--- config.mk ---
export PLATFORM = sky130hd
export DESIGN_NAME = apb_mem_slave
export DESIGN_NICKNAME = d
export VERILOG_FILES = /design/src/rtl/apb_mem_pkg.sv /design/src/rtl/apb_mem_slave.sv
export SDC_FILE = /design/constraint.sdc
export NUM_CORES = 1
export LEC_CHECK = 0
export ABC_AREA = 1
export CAP_MARGIN = 10
export CORE_ASPECT_RATIO = 1.4
export CORE_MARGIN = 2
export CORE_UTILIZATION = 36
export CTS_BUF_LIST = sky130_fd_sc_hd__clkbuf_16
export DETAILED_ROUTE_END_ITERATION = 6
export PLACE_DENSITY = 0.85
export SETUP_SLACK_MARGIN = 0.05
export SLEW_MARGIN = 20
export SYNTH_ARGS = -nofsm -noshare
export SYNTH_HDL_FRONTEND = slang
export SYNTH_SLANG_ARGS = --single-unit
--- constraint.sdc ---
create_clock -name clk -period 2 [get_ports clk]
set_clock_uncertainty 0.1 [all_clocks]
set_input_delay 0.6 -clock clk [delete_from_list [all_inputs] [get_ports clk]]
set_output_delay 0.6 -clock clk [all_outputs]
set_load 0.02 [all_outputs]
--- src/rtl/apb_mem_pkg.sv ---
// Shared types and widths for the APB front-end of the 256x21 memory.
package apb_mem_pkg;

    localparam int unsigned APB_ADDR_W = 8;
    localparam int unsigned APB_DATA_W = 21;
    localparam int unsigned WAIT_CNT_W = 4;

    typedef enum logic [2:0] {
        IDLE = 3'd0,
        MEM  = 3'd1,
        WAIT = 3'd2,
        RESP = 3'd3,
        ERR  = 3'd4
    } state_t;

endpackage

--- src/rtl/apb_mem_slave.sv ---
// APB3 slave that turns each transfer into a single-cycle strobe for a
// synchronous memory with one cycle of read latency.
module apb_mem_slave
    import apb_mem_pkg::*;
#(
    parameter int unsigned ADDR_W     = APB_ADDR_W,
    parameter int unsigned DATA_W     = APB_DATA_W,
    parameter int unsigned ADDR_LIMIT = 256,
    parameter int unsigned EXTRA_WAIT = 0
) (
    input  logic              clk,
    input  logic              rst_n,
    input  logic              psel,
    input  logic              penable,
    input  logic              pwrite,
    input  logic [ADDR_W-1:0] paddr,
    input  logic [DATA_W-1:0] pwdata,
    output logic [DATA_W-1:0] prdata,
    output logic              pready,
    output logic              pslverr,
    output logic [ADDR_W-1:0] mem_addr,
    output logic [DATA_W-1:0] mem_wr_data,
    output logic              mem_ce,
    output logic              mem_wren,
    output logic              mem_rden,
    input  logic [DATA_W-1:0] mem_rd_data
);

    localparam logic [WAIT_CNT_W-1:0] WAIT_LOAD =
        (EXTRA_WAIT > 0) ? WAIT_CNT_W'(EXTRA_WAIT - 1) : '0;

    state_t                  state_q, state_d;
    logic [WAIT_CNT_W-1:0]   cnt_q, cnt_d;
    logic [ADDR_W-1:0]       addr_q, addr_d;
    logic [DATA_W-1:0]       wdata_q, wdata_d;
    logic                    write_q, write_d;
    logic                    ce_q, ce_d;
    logic                    wren_q, wren_d;
    logic                    rden_q, rden_d;
    logic                    pready_q, pready_d;
    logic                    pslverr_q, pslverr_d;
    logic                    addr_illegal_c;

    assign addr_illegal_c = (32'(paddr) >= 32'(ADDR_LIMIT));

    // State and capture registers
    always_ff @(posedge clk) begin
        if (!rst_n) begin
            state_q   <= IDLE;
            cnt_q     <= '0;
            addr_q    <= '0;
            wdata_q   <= '0;
            write_q   <= 1'b0;
            ce_q      <= 1'b0;
            wren_q    <= 1'b0;
            rden_q    <= 1'b0;
            pready_q  <= 1'b0;
            pslverr_q <= 1'b0;
        end else begin
            state_q   <= state_d;
            cnt_q     <= cnt_d;
            addr_q    <= addr_d;
            wdata_q   <= wdata_d;
            write_q   <= write_d;
            ce_q      <= ce_d;
            wren_q    <= wren_d;
            rden_q    <= rden_d;
            pready_q  <= pready_d;
            pslverr_q <= pslverr_d;
        end
    end

    // Next state; strobes and response flags are set for the cycle being entered
    always_comb begin
        state_d   = state_q;
        cnt_d     = cnt_q;
        addr_d    = addr_q;
        wdata_d   = wdata_q;
        write_d   = write_q;
        ce_d      = 1'b0;
        wren_d    = 1'b0;
        rden_d    = 1'b0;
        pready_d  = 1'b0;
        pslverr_d = 1'b0;

        case (state_q)
            IDLE: begin
                if (psel && !penable) begin
                    addr_d  = paddr;
                    wdata_d = pwdata;
                    write_d = pwrite;
                    if (addr_illegal_c) begin
                        state_d   = ERR;
                        pready_d  = 1'b1;
                        pslverr_d = 1'b1;
                    end else begin
                        state_d = MEM;
                        ce_d    = 1'b1;
                        wren_d  = pwrite;
                        rden_d  = !pwrite;
                    end
                end
            end
            MEM: begin
                if (!psel) begin
                    state_d = IDLE;
                end else if (EXTRA_WAIT > 0) begin
                    state_d = WAIT;
                    cnt_d   = WAIT_LOAD;
                end else begin
                    state_d  = RESP;
                    pready_d = 1'b1;
                end
            end
            WAIT: begin
                if (!psel) begin
                    state_d = IDLE;
                end else if (cnt_q == '0) begin
                    state_d  = RESP;
                    pready_d = 1'b1;
                end else begin
                    cnt_d = cnt_q - WAIT_CNT_W'(1);
                end
            end
            RESP:    state_d = IDLE;
            ERR:     state_d = IDLE;
            default: state_d = IDLE;
        endcase
    end

    assign pready      = pready_q;
    assign pslverr     = pslverr_q;
    assign mem_addr    = addr_q;
    assign mem_wr_data = wdata_q;
    assign mem_ce      = ce_q;
    assign mem_wren    = wren_q;
    assign mem_rden    = rden_q;

    // Memory output is only meaningful in the response cycle of a read
    assign prdata = (state_q == RESP && !write_q) ? mem_rd_data : '0;

endmodule

==> impl_results.md, run 1 <==
- Biggest area consumer among synthesized cells: dfxtp_1
- Routed len/inst: 13.74 µm
- Xor-xnor portion of the synthesized cell area: 0%
- Setup CP Type: reg2out
- FFs w/ async S/R, synth: 0%
- CTS clk-pin slew, worst paths: 0.06 ns
- Synth top area share: 46.38%
- Cell variety after synth: 18
- Total GRT Usage: 19.45%
- Initial Utilization: 37.77%
- Ports: 110
- Core ar.: 0.004572 mm²
- Tot Pwr: 2929 µW
- F_max: 502.5 MHz
- CTS buffer count: 5
- WL met2: 3156 µm
- Status: completed
- Met3 routed WL: 471 µm
- Layout Nets: 424
- Antenna violations before repair: 0
- Post-Syn Nets: 308
- Synth Area in Adders: 3.623%
- Maxcap violations: 0
- Final HPWL from detailed placement: 3732 µm
- Htree depth: 2
- Chip height: 85.95 µm
- Register bit total from synthesis: 40
- Met1 wire length: 2096 µm
- Worst Setup End Kind: output pin
- Worst EP arrival: 1.29 ns
- Pre-CTS setup slack: -0.5397 ns
- 1st-iter DRT viols: 59
- Fin. Hold Viols: 0
- Mux cell area share after synthesis: 0%
- Tmin final: 1.990 ns
- Placer Congestion: 0.7058
- Register area share after synthesis: 46.38%
- Final antenna-violating net count: 0
- Leakage power total: 0.002039 µW
- DRT Pass-1 Iters: 4
- Number of diodes: 0
- Vias in the first global route: 1981
- Top layer in use: met4
- Detailed Route WL: 5866 µm
- RSZ-0062 raised after global routing: true
- Share of post-route cells with drive strength above 1: 19.73%
- Grt ovf: 0
- Top cells by count, synth: 74 x nand2_1, 40 x dfxtp_1, 35 x nand3_1, 34 x nor2_1, 33 x inv_1
- Area grow syn2layout: 95.87%
- Hold Path Class: reg2reg
- DR vias/cell: 4.700
- Max FO, Critical Path: 6
- Top_reg_cell synth: dfxtp_1
- Synth Area in Compound Gates: 1.884%
- Critical Path RT: 1.30 ns
- EDFF count, synth: 0
- Chip Width: 62.53 µm
- # clock sinks: 40
- Count leader, synth: nand2_1
- Final routed DRC violation total: 0
- CTS tree: done
- Share of synthesized cell area in and, or, nand and nor gates: 35.43%
- Longest Clk Path Bufs: 2
- Worst vdd ir: 0.0007053 V
- Port bufs: 108
- First-pass GRT wire length: 8335 µm
- Clk_lat worst skew: 0.28 ns
- Top post-synthesis cells by area: dfxtp_1 46%, nand2_1 16%, nand3_1 10%
- Largest net degree at the start of global routing: 28
- Startpoint Class: flop
- Routed via count: 2007
- Final Max Slew Viols: 0
- Mapped Avg Cell Area: 6.962 µm²
- Final Cycle Share: 99.50%
- Num rows: 29
- Ys Warns: 0
- Clock root buffer: clkbuf_16
- Mapped cell area: 0.001727 mm²
- Power per cell area: 866.2 mW/mm²
- Final setup vio count: 0
- Largest family of logic cells by synthesized area: simple AND/OR/NAND/NOR gates
- Setup ws final: 0.009968 ns
- Cell count after synthesis: 248
- Die ar.: 0.005374 mm²
kinds of logic (layout without fill, tap and decap cells):
| group | count (synthesis) | after routing |
|---|---|---|
| buffers and inverters | 49 | 166 |
| other | 1 | 1 |
| AOI/OAI and AO/OA | 6 | 6 |
| DFF | 40 | 40 |
| and+or+nand+nor | 147 | 147 |
| adders and majority gates | 5 | 5 |
power by group:
part	switching (µW)	leakage [µW]	total [µW]	internal [µW]
logic	561	0.00163	1080	514
clock network	315	0.0000814	900	586
registers	55.7	0.000326	954	898
total	931	0.00204	2930	2000
flip-flops by register name (all words and copies together), names as in the netlist:
| register | count |
|---|---|
| state_q | 2 |
| mem_ce | 1 |
| mem_addr | 8 |
| cnt_q | 4 |
| write_q | 1 |
| mem_wren | 1 |
| pready | 1 |
| mem_wr_data | 21 |
| mem_rden | 1 |
through the flow:
| stage | hold slack [ns] | cells | TNS, ns | util, % | area (µm²) |
|---|---|---|---|---|---|
| 4_1_cts | 0.3692 | 424 | 0 | 67.87 | 3103 |
| 3_3_place_gp | 0.3556 | 415 | -10.07 | 63.55 | 2905 |
| 5_1_grt | 0.3872 | 427 | -0.3787 | 73.97 | 3382 |
| 3_5_place_dp | 0.3592 | 415 | -10.50 | 63.55 | 2905 |
| 6_report | 0.3631 | 427 | 0 | 73.97 | 3382 |
| 2_1_floorplan | 0.3529 | 248 | 0 | - | 1727 |
placed cells by master, fill, tap and decap left out, drive strengths merged:
cell type / count
nand2: 75
clkdlybuf4s50: 40
dfxtp: 40
inv: 36
nand3: 35
nor2: 34
buf: 33
dlymetal6s2s: 26
dlygate4sd2: 21
clkbuf: 7
ha: 5
a21oi: 3
nand4: 3
o21ai: 2
clkinv: 2
a211oi: 1
conb: 1
bufinv: 1
area by class of cell:
| cell class | instances | area (µm²) |
|---|---|---|
| tap | 62 | 77.57 |
| fill | 334 | 1190 |
| multi-input combinational | 159 | 867.1 |
| clock inverter | 3 | 42.54 |
| sequential | 40 | 803.3 |
| timing repair buffer | 122 | 1331 |
| inverter | 36 | 135.1 |
| clock buffer | 5 | 125.1 |
worst paths after layout:
check	from	end	slack [ns]	depth (start not counted)
min	mem_wr_data[18]	mem_wr_data[18]	0.36	2
min reg2reg	mem_wr_data[18]	mem_wr_data[18]	0.36	2
max reg2reg	state_q[1]	mem_wr_data[19]	0.53	7
max	state_q[1]	prdata[11]	0.01	5
timing repair:
action / 4_1_cts / 5_1_grt
setup buffers: 0 / 1
cloned: 1 / 2
hold buffers: 0 / 0
gates resized for setup: 151 / 66
pin swaps: 21 / 17
endpoints found under the setup margin: 21 / 47
critical path, stage by stage, from the launching register on:
cell,delay (ns)
dfxtp_2,0.35
ha_4,0.17
nand2_8,0.08
buf_12,0.15
nor2_2,0.12
buf_6,0.13
routing by layer:
layer	vias to the layer above	global-route usage, %
li1	985	-
met1	916	18.10
met2	92	37.54
met3	14	7.349
met4	0	8.081
met5	-	0
No activity file was read; power rests on OpenSTA's default activity.
==> run 2, diff against run 1 <==
ABC_AREA = default   (was 1)
CORE_UTILIZATION = 34   (was 36)
CTS_CLUSTER_SIZE = 16   (was default)
==> impl_results.md, run 2 <==
- Leakage power total: 0.001595 µW
- CTS buffer count: 5
- Clock share of power: 34.8%
- Share of post-route cells with drive strength above 1: 27.14%
- Area grow syn2layout: 102.9%
- Net load switching power: 646.5 µW
- EDFF count, synth: 0
- Die ar.: 0.005069 mm²
- Sw frac: 25.87%
- Largest family of logic cells by synthesized area: compound AO/OA/AOI/OAI gates
- Maxcap violations: 0
- Synth Area in Adders: 4.082%
- Vias in the first global route: 1468
- Grt ovf: 0
- Synth Area in Compound Gates: 20.65%
- Clock root buffer: clkbuf_16
- Initial Utilization: 35.86%
- Fill count: 333
- Final routed DRC violation total: 0
- Critical Path RT: 1.30 ns
- CTS clk-pin slew, worst paths: 0.05 ns
- Worst Setup End Kind: output pin
- FFs w/ async S/R, synth: 0%
- First-pass GRT wire length: 6858 µm
- # clock sinks: 40
- Number of diodes: 0
- Share of synthesized cell area in and, or, nand and nor gates: 16.98%
- Placer Congestion: 0.8419
- Clk_lat worst skew: 0.28 ns
- Failing checks: negative setup slack
- Final setup vio count: 21
- Layout Nets: 328
- Synth top area share: 52.24%
- Top_reg_cell synth: dfxtp_1
- WHS Path Cells: 1
- Ys Warns: 0
- Mux cell area share after synthesis: 2.041%
- Max FO, Critical Path: 6
- Hold_buf cts: 0
- Max reg flops: 21
- F_max: 479.2 MHz
- Register bit total from synthesis: 40
- Setup ws final: -0.08686 ns
- Num rows: 28
- Worst EP arrival: 1.39 ns
- 1st-iter DRT viols: 31
- Startpoint Class: flop
- Chip Width: 60.75 µm
- Power per cell area: 803.7 mW/mm²
- Final antenna-violating net count: 0
- # placed instances: 317
- Biggest area consumer among synthesized cells: dfxtp_1
- Routed via count: 1556
- Port bufs: 108
- Status: finished with violations
- Top post-synthesis cells by area: dfxtp_1 52%, a22o_1 17%, and2_1 9.4%
- Chip height: 83.45 µm
- RSZ-0062 raised after global routing: true
- Xor-xnor portion of the synthesized cell area: 0%
- Mapped cell area: 0.001533 mm²
- Flop pwr share: 37.3%
- Setup CP Type: reg2out
- Top cells by count, synth: 40 x dfxtp_1, 29 x a22o_1, 23 x and2_1, 7 x clkbuf_1
- Cell variety after synth: 27
- Count leader, synth: dfxtp_1
- Tmin final: 2.087 ns
- Detailed Route WL: 4774 µm
- Fin. Hold Viols: 0
- Most common cell after layout, fill and taps aside: clkdlybuf4s50_1
- Comb power frac: 27.9%
- Largest net degree at the start of global routing: 18
- Core ar.: 0.004274 mm²
- Post-Syn Nets: 204
- Final Cycle Share: 104.3%
- Longest Clk Path Bufs: 2
- Final HPWL from detailed placement: 3231 µm
- DRT Pass-1 Iters: 4
- Register area share after synthesis: 52.24%
- Final Instance Count excl. Fillers: 329
- Routed len/inst: 14.51 µm
- Htree depth: 2
- Ports: 110
- Worst vdd ir: 0.0005804 V
- R2R depth: 7
- Total GRT Usage: 17.89%
- Final Max Slew Viols: 0
- Mapped Avg Cell Area: 10.64 µm²
- Internal power: 1852 µW
- DR vias/cell: 4.729
- Antenna violations before repair: 0
- Hold Path Class: reg2reg
- Setup_tns: -1.502 ns
- CTS tree: done
- Most frequent cells in the layout: 69 x clkdlybuf4s50_1, 38 x dfxtp_1, 29 x a22o_1
- Cell count after synthesis: 144
==> run 2: area by class of cell <==
cell class                 count  area (µm²)  area share, %
inverter                       5       18.77         0.6036
tap                           60       75.07          2.414
timing repair buffer         126        1303          41.89
sequential                    40       803.3          25.84
multi-input combinational     90       747.0          24.02
clock inverter                 3       37.54          1.207
clock buffer                   5       125.1          4.024
==> run 2: worst paths after layout <==
check	from	to	slack, ns
max	state_q[1]	prdata[7]	-0.09
min	mem_wr_data[2]	mem_wr_data[2]	0.37
max reg2reg	state_q[0]	mem_wr_data[19]	0.26
min reg2reg	mem_wr_data[2]	mem_wr_data[2]	0.37
==> run 2: kinds of logic (layout without fill, tap and decap cells) <==
family                     after synthesis  count (layout)
DFF                                     40              40
muxes                                    3               3
and+or+nand+nor                         42              42
other                                    1               1
adders and majority gates                5               5
buffers and inverters                   14             139
AOI/OAI and AO/OA                       39              39
==> run 2: power by group through the flow <==
| stage | Combinational [µW] | Sequential, µW | Clock, µW |
|---|---|---|---|
| 2_1_floorplan | 221 | 1020 | 0 |
| 3_3_place_gp | 663 | 937 | 0 |
| 3_5_place_dp | 674 | 939 | 0 |
| 4_1_cts | 704 | 934 | 890 |
| 5_1_grt | 749 | 941 | 932 |
| 6_report | 698 | 932 | 870 |
==> run 2: per-stage QoR <==
step | worst slack [ns] | power (µW) | hold slack, ns | util [%] | area [µm²]
final | -0.08686 | 2499 | 0.3721 | 72.75 | 3109
after global routing | -0.1626 | 2622 | 0.3965 | 72.75 | 3109
after CTS | -0.07048 | 2527 | 0.3810 | 71.22 | 3044
after detailed placement | -0.5045 | 1612 | 0.3452 | 64.46 | 2755
after global placement | -0.4808 | 1600 | 0.3346 | 64.46 | 2755
after floorplan | 0.1660 | 1244 | 0.3266 | - | 1533
==> run 2: per-layer routing <==
metal	routed length, µm	vias up	track usage, %	part of all wire, %
li1	-	757	-	-
met1	1659	715	17.75	35
met2	2546	80	31.67	53
met3	481	4	5.607	10
met4	87	0	8.893	1.8
met5	0	-	0	0
==> run 2: worst max-delay path, cell delays in order, from the launching register on <==
cell and delay, ns:
dfxtp_2 0.35, ha_4 0.13, nor2b_4 0.22, buf_6 0.15
and2_4 0.14, buf_6 0.11
==> run 2: what timing repair did <==
item	in CTS	in global routing
pin swaps	17	5
endpoints found under the setup margin	21	39
buffers inserted	1	0
cloned	3	0
gates resized for setup	152	25
==> run 3, diff against run 2 <==
GPL_TIMING_DRIVEN = 0   (was default)
==> impl_results.md, run 3 (synthesis gave the netlist of run 2 again) <==
- Chip height: 83.45 µm
- Max FO, Critical Path: 5
- Maxcap violations: 0
- Final antenna-violating net count: 0
- Worst Setup End Kind: output pin
- Most frequent cells in the layout: 72 x clkdlybuf4s50_1, 38 x dfxtp_1, 29 x a22o_1
- Final Cycle Share: 106.4%
- Number of diodes: 0
- Max reg flops: 21
- First-pass GRT wire length: 7093 µm
- Finished Cell Area: 0.003065 mm²
- Critical Path RT: 1.30 ns
- CTS buffer count: 5
- Grt ovf: 0
- Final HPWL from detailed placement: 3137 µm
- Tot Pwr: 2343 µW
- Status: finished with violations
- RSZ-0062 raised after global routing: true
- Core ar.: 0.004274 mm²
- Sw frac: 27.08%
- Area after DPL: 0.002689 mm²
- Fin. Hold Viols: 0
- Placer Congestion: 0.7295
- Multi-input logic area: 749.5 µm²
- Final setup vio count: 21
- Vias in the first global route: 1569
- Net load switching power: 634.5 µW
- Worst EP arrival: 1.43 ns
- Setup_tns: -1.906 ns
- 1st-iter DRT viols: 25
- CTS clk-pin slew, worst paths: 0.05 ns
- Clock share of power: 31.1%
- Comb power frac: 28.9%
- Worst vdd ir: 0.0004567 V
- Share of post-route cells with drive strength above 1: 27.34%
- Layout Nets: 327
- Routed via count: 1554
- Initial Utilization: 35.86%
- Setup ws final: -0.1276 ns
- Routed len/inst: 14.03 µm
- Largest net degree at the start of global routing: 12
- Num rows: 28
- Port bufs: 108
- Chip Width: 60.75 µm
- Hold_buf cts: 0
- Longest Clk Path Bufs: 2
- Antenna violations before repair: 0
- Hold Path Class: reg2reg
- Fill count: 313
- Flop pwr share: 40.0%
- Final Max Slew Viols: 0
- Setup CP Type: reg2out
- Clk_lat worst skew: 0.27 ns
- Die ar.: 0.005069 mm²
- Tmin final: 2.128 ns
- WHS: 0.3707 ns
- Final routed DRC violation total: 0
- Clock root buffer: clkbuf_16
- CTS tree: done
- DR vias/cell: 4.752
- # placed instances: 312
- F_max: 470.0 MHz
- Startpoint Class: flop
- Most common cell after layout, fill and taps aside: clkdlybuf4s50_1
- # clock sinks: 40
- DRT Pass-1 Iters: 3
- Total GRT Usage: 18.30%
- Internal power: 1708 µW
- Reg area: 805.8 µm²
- Final Instance Count excl. Fillers: 327
- Ports: 110
- Detailed Route WL: 4588 µm
- Failing checks: negative setup slack
- Power per cell area: 764.3 mW/mm²
- Area grow syn2layout: 100.0%
- Htree depth: 2
- Leakage power total: 0.001511 µW
[run 3: path summary, 6_finish.rpt]
| kind | start | to | slack [ns] | cells past startpoint |
|---|---|---|---|---|
| hold reg to reg | mem_wr_data[2] | mem_wr_data[2] | 0.37 | 1 |
| setup reg to reg | state_q[0] | mem_wr_data[15] | 0.21 | 7 |
| hold / removal | mem_wr_data[2] | mem_wr_data[2] | 0.37 | 1 |
| setup / recovery | state_q[0] | prdata[19] | -0.13 | 6 |
[run 3: stage by stage]
step / util, % / setup slack, ns
floorplan: - / 0.1660
global placement: 62.91 / -0.4903
detailed placement: 62.91 / -0.5406
CTS: 70.17 / -0.1076
global route: 71.72 / -0.1787
finish: 71.72 / -0.1276
[run 3: routing by layer]
metal  vias to the layer above  GRT usage (%)  part of all wire, %  wire [µm]
met5                         -              0                    0          0
met4                         0          7.708                  2.6        120
met3                        10          4.673                   11        510
met2                        84          33.72                   52       2363
met1                       703          18.16                   35       1594
li1                        757              -                    -          -
[run 3: layout make-up]
cell class / instances / area share (%)
multi-input combinational: 90 / 24.45
clock buffer: 5 / 4.082
timing repair buffer: 116 / 39.67
tap: 60 / 2.449
clock inverter: 2 / 0.2857
sequential: 40 / 26.29
buffer: 9 / 2.163
inverter: 5 / 0.6122
[run 3: worst max-delay path, cell delays in order, from the launching register on]
cell,delay (ns)
dfxtp_4,0.35
ha_4,0.15
nor2b_4,0.13
buf_4,0.14
buf_8,0.12
and2_4,0.15
buf_6,0.12
[run 3: power groups by stage]
stage               logic, µW  clock network (µW)  registers, µW
floorplan                 221                   0           1020
global placement          607                   0            941
detailed placement        616                   0            944
CTS                       676                 744            938
global route              726                 782            946
finish                    677                 729            937
[run 3: repair_timing]
item,4_1_cts,5_1_grt
endpoints found under the setup margin,50,63
gates cloned,2,0
buffers inserted,3,3
pin swaps,14,0
gates resized for setup,167,19
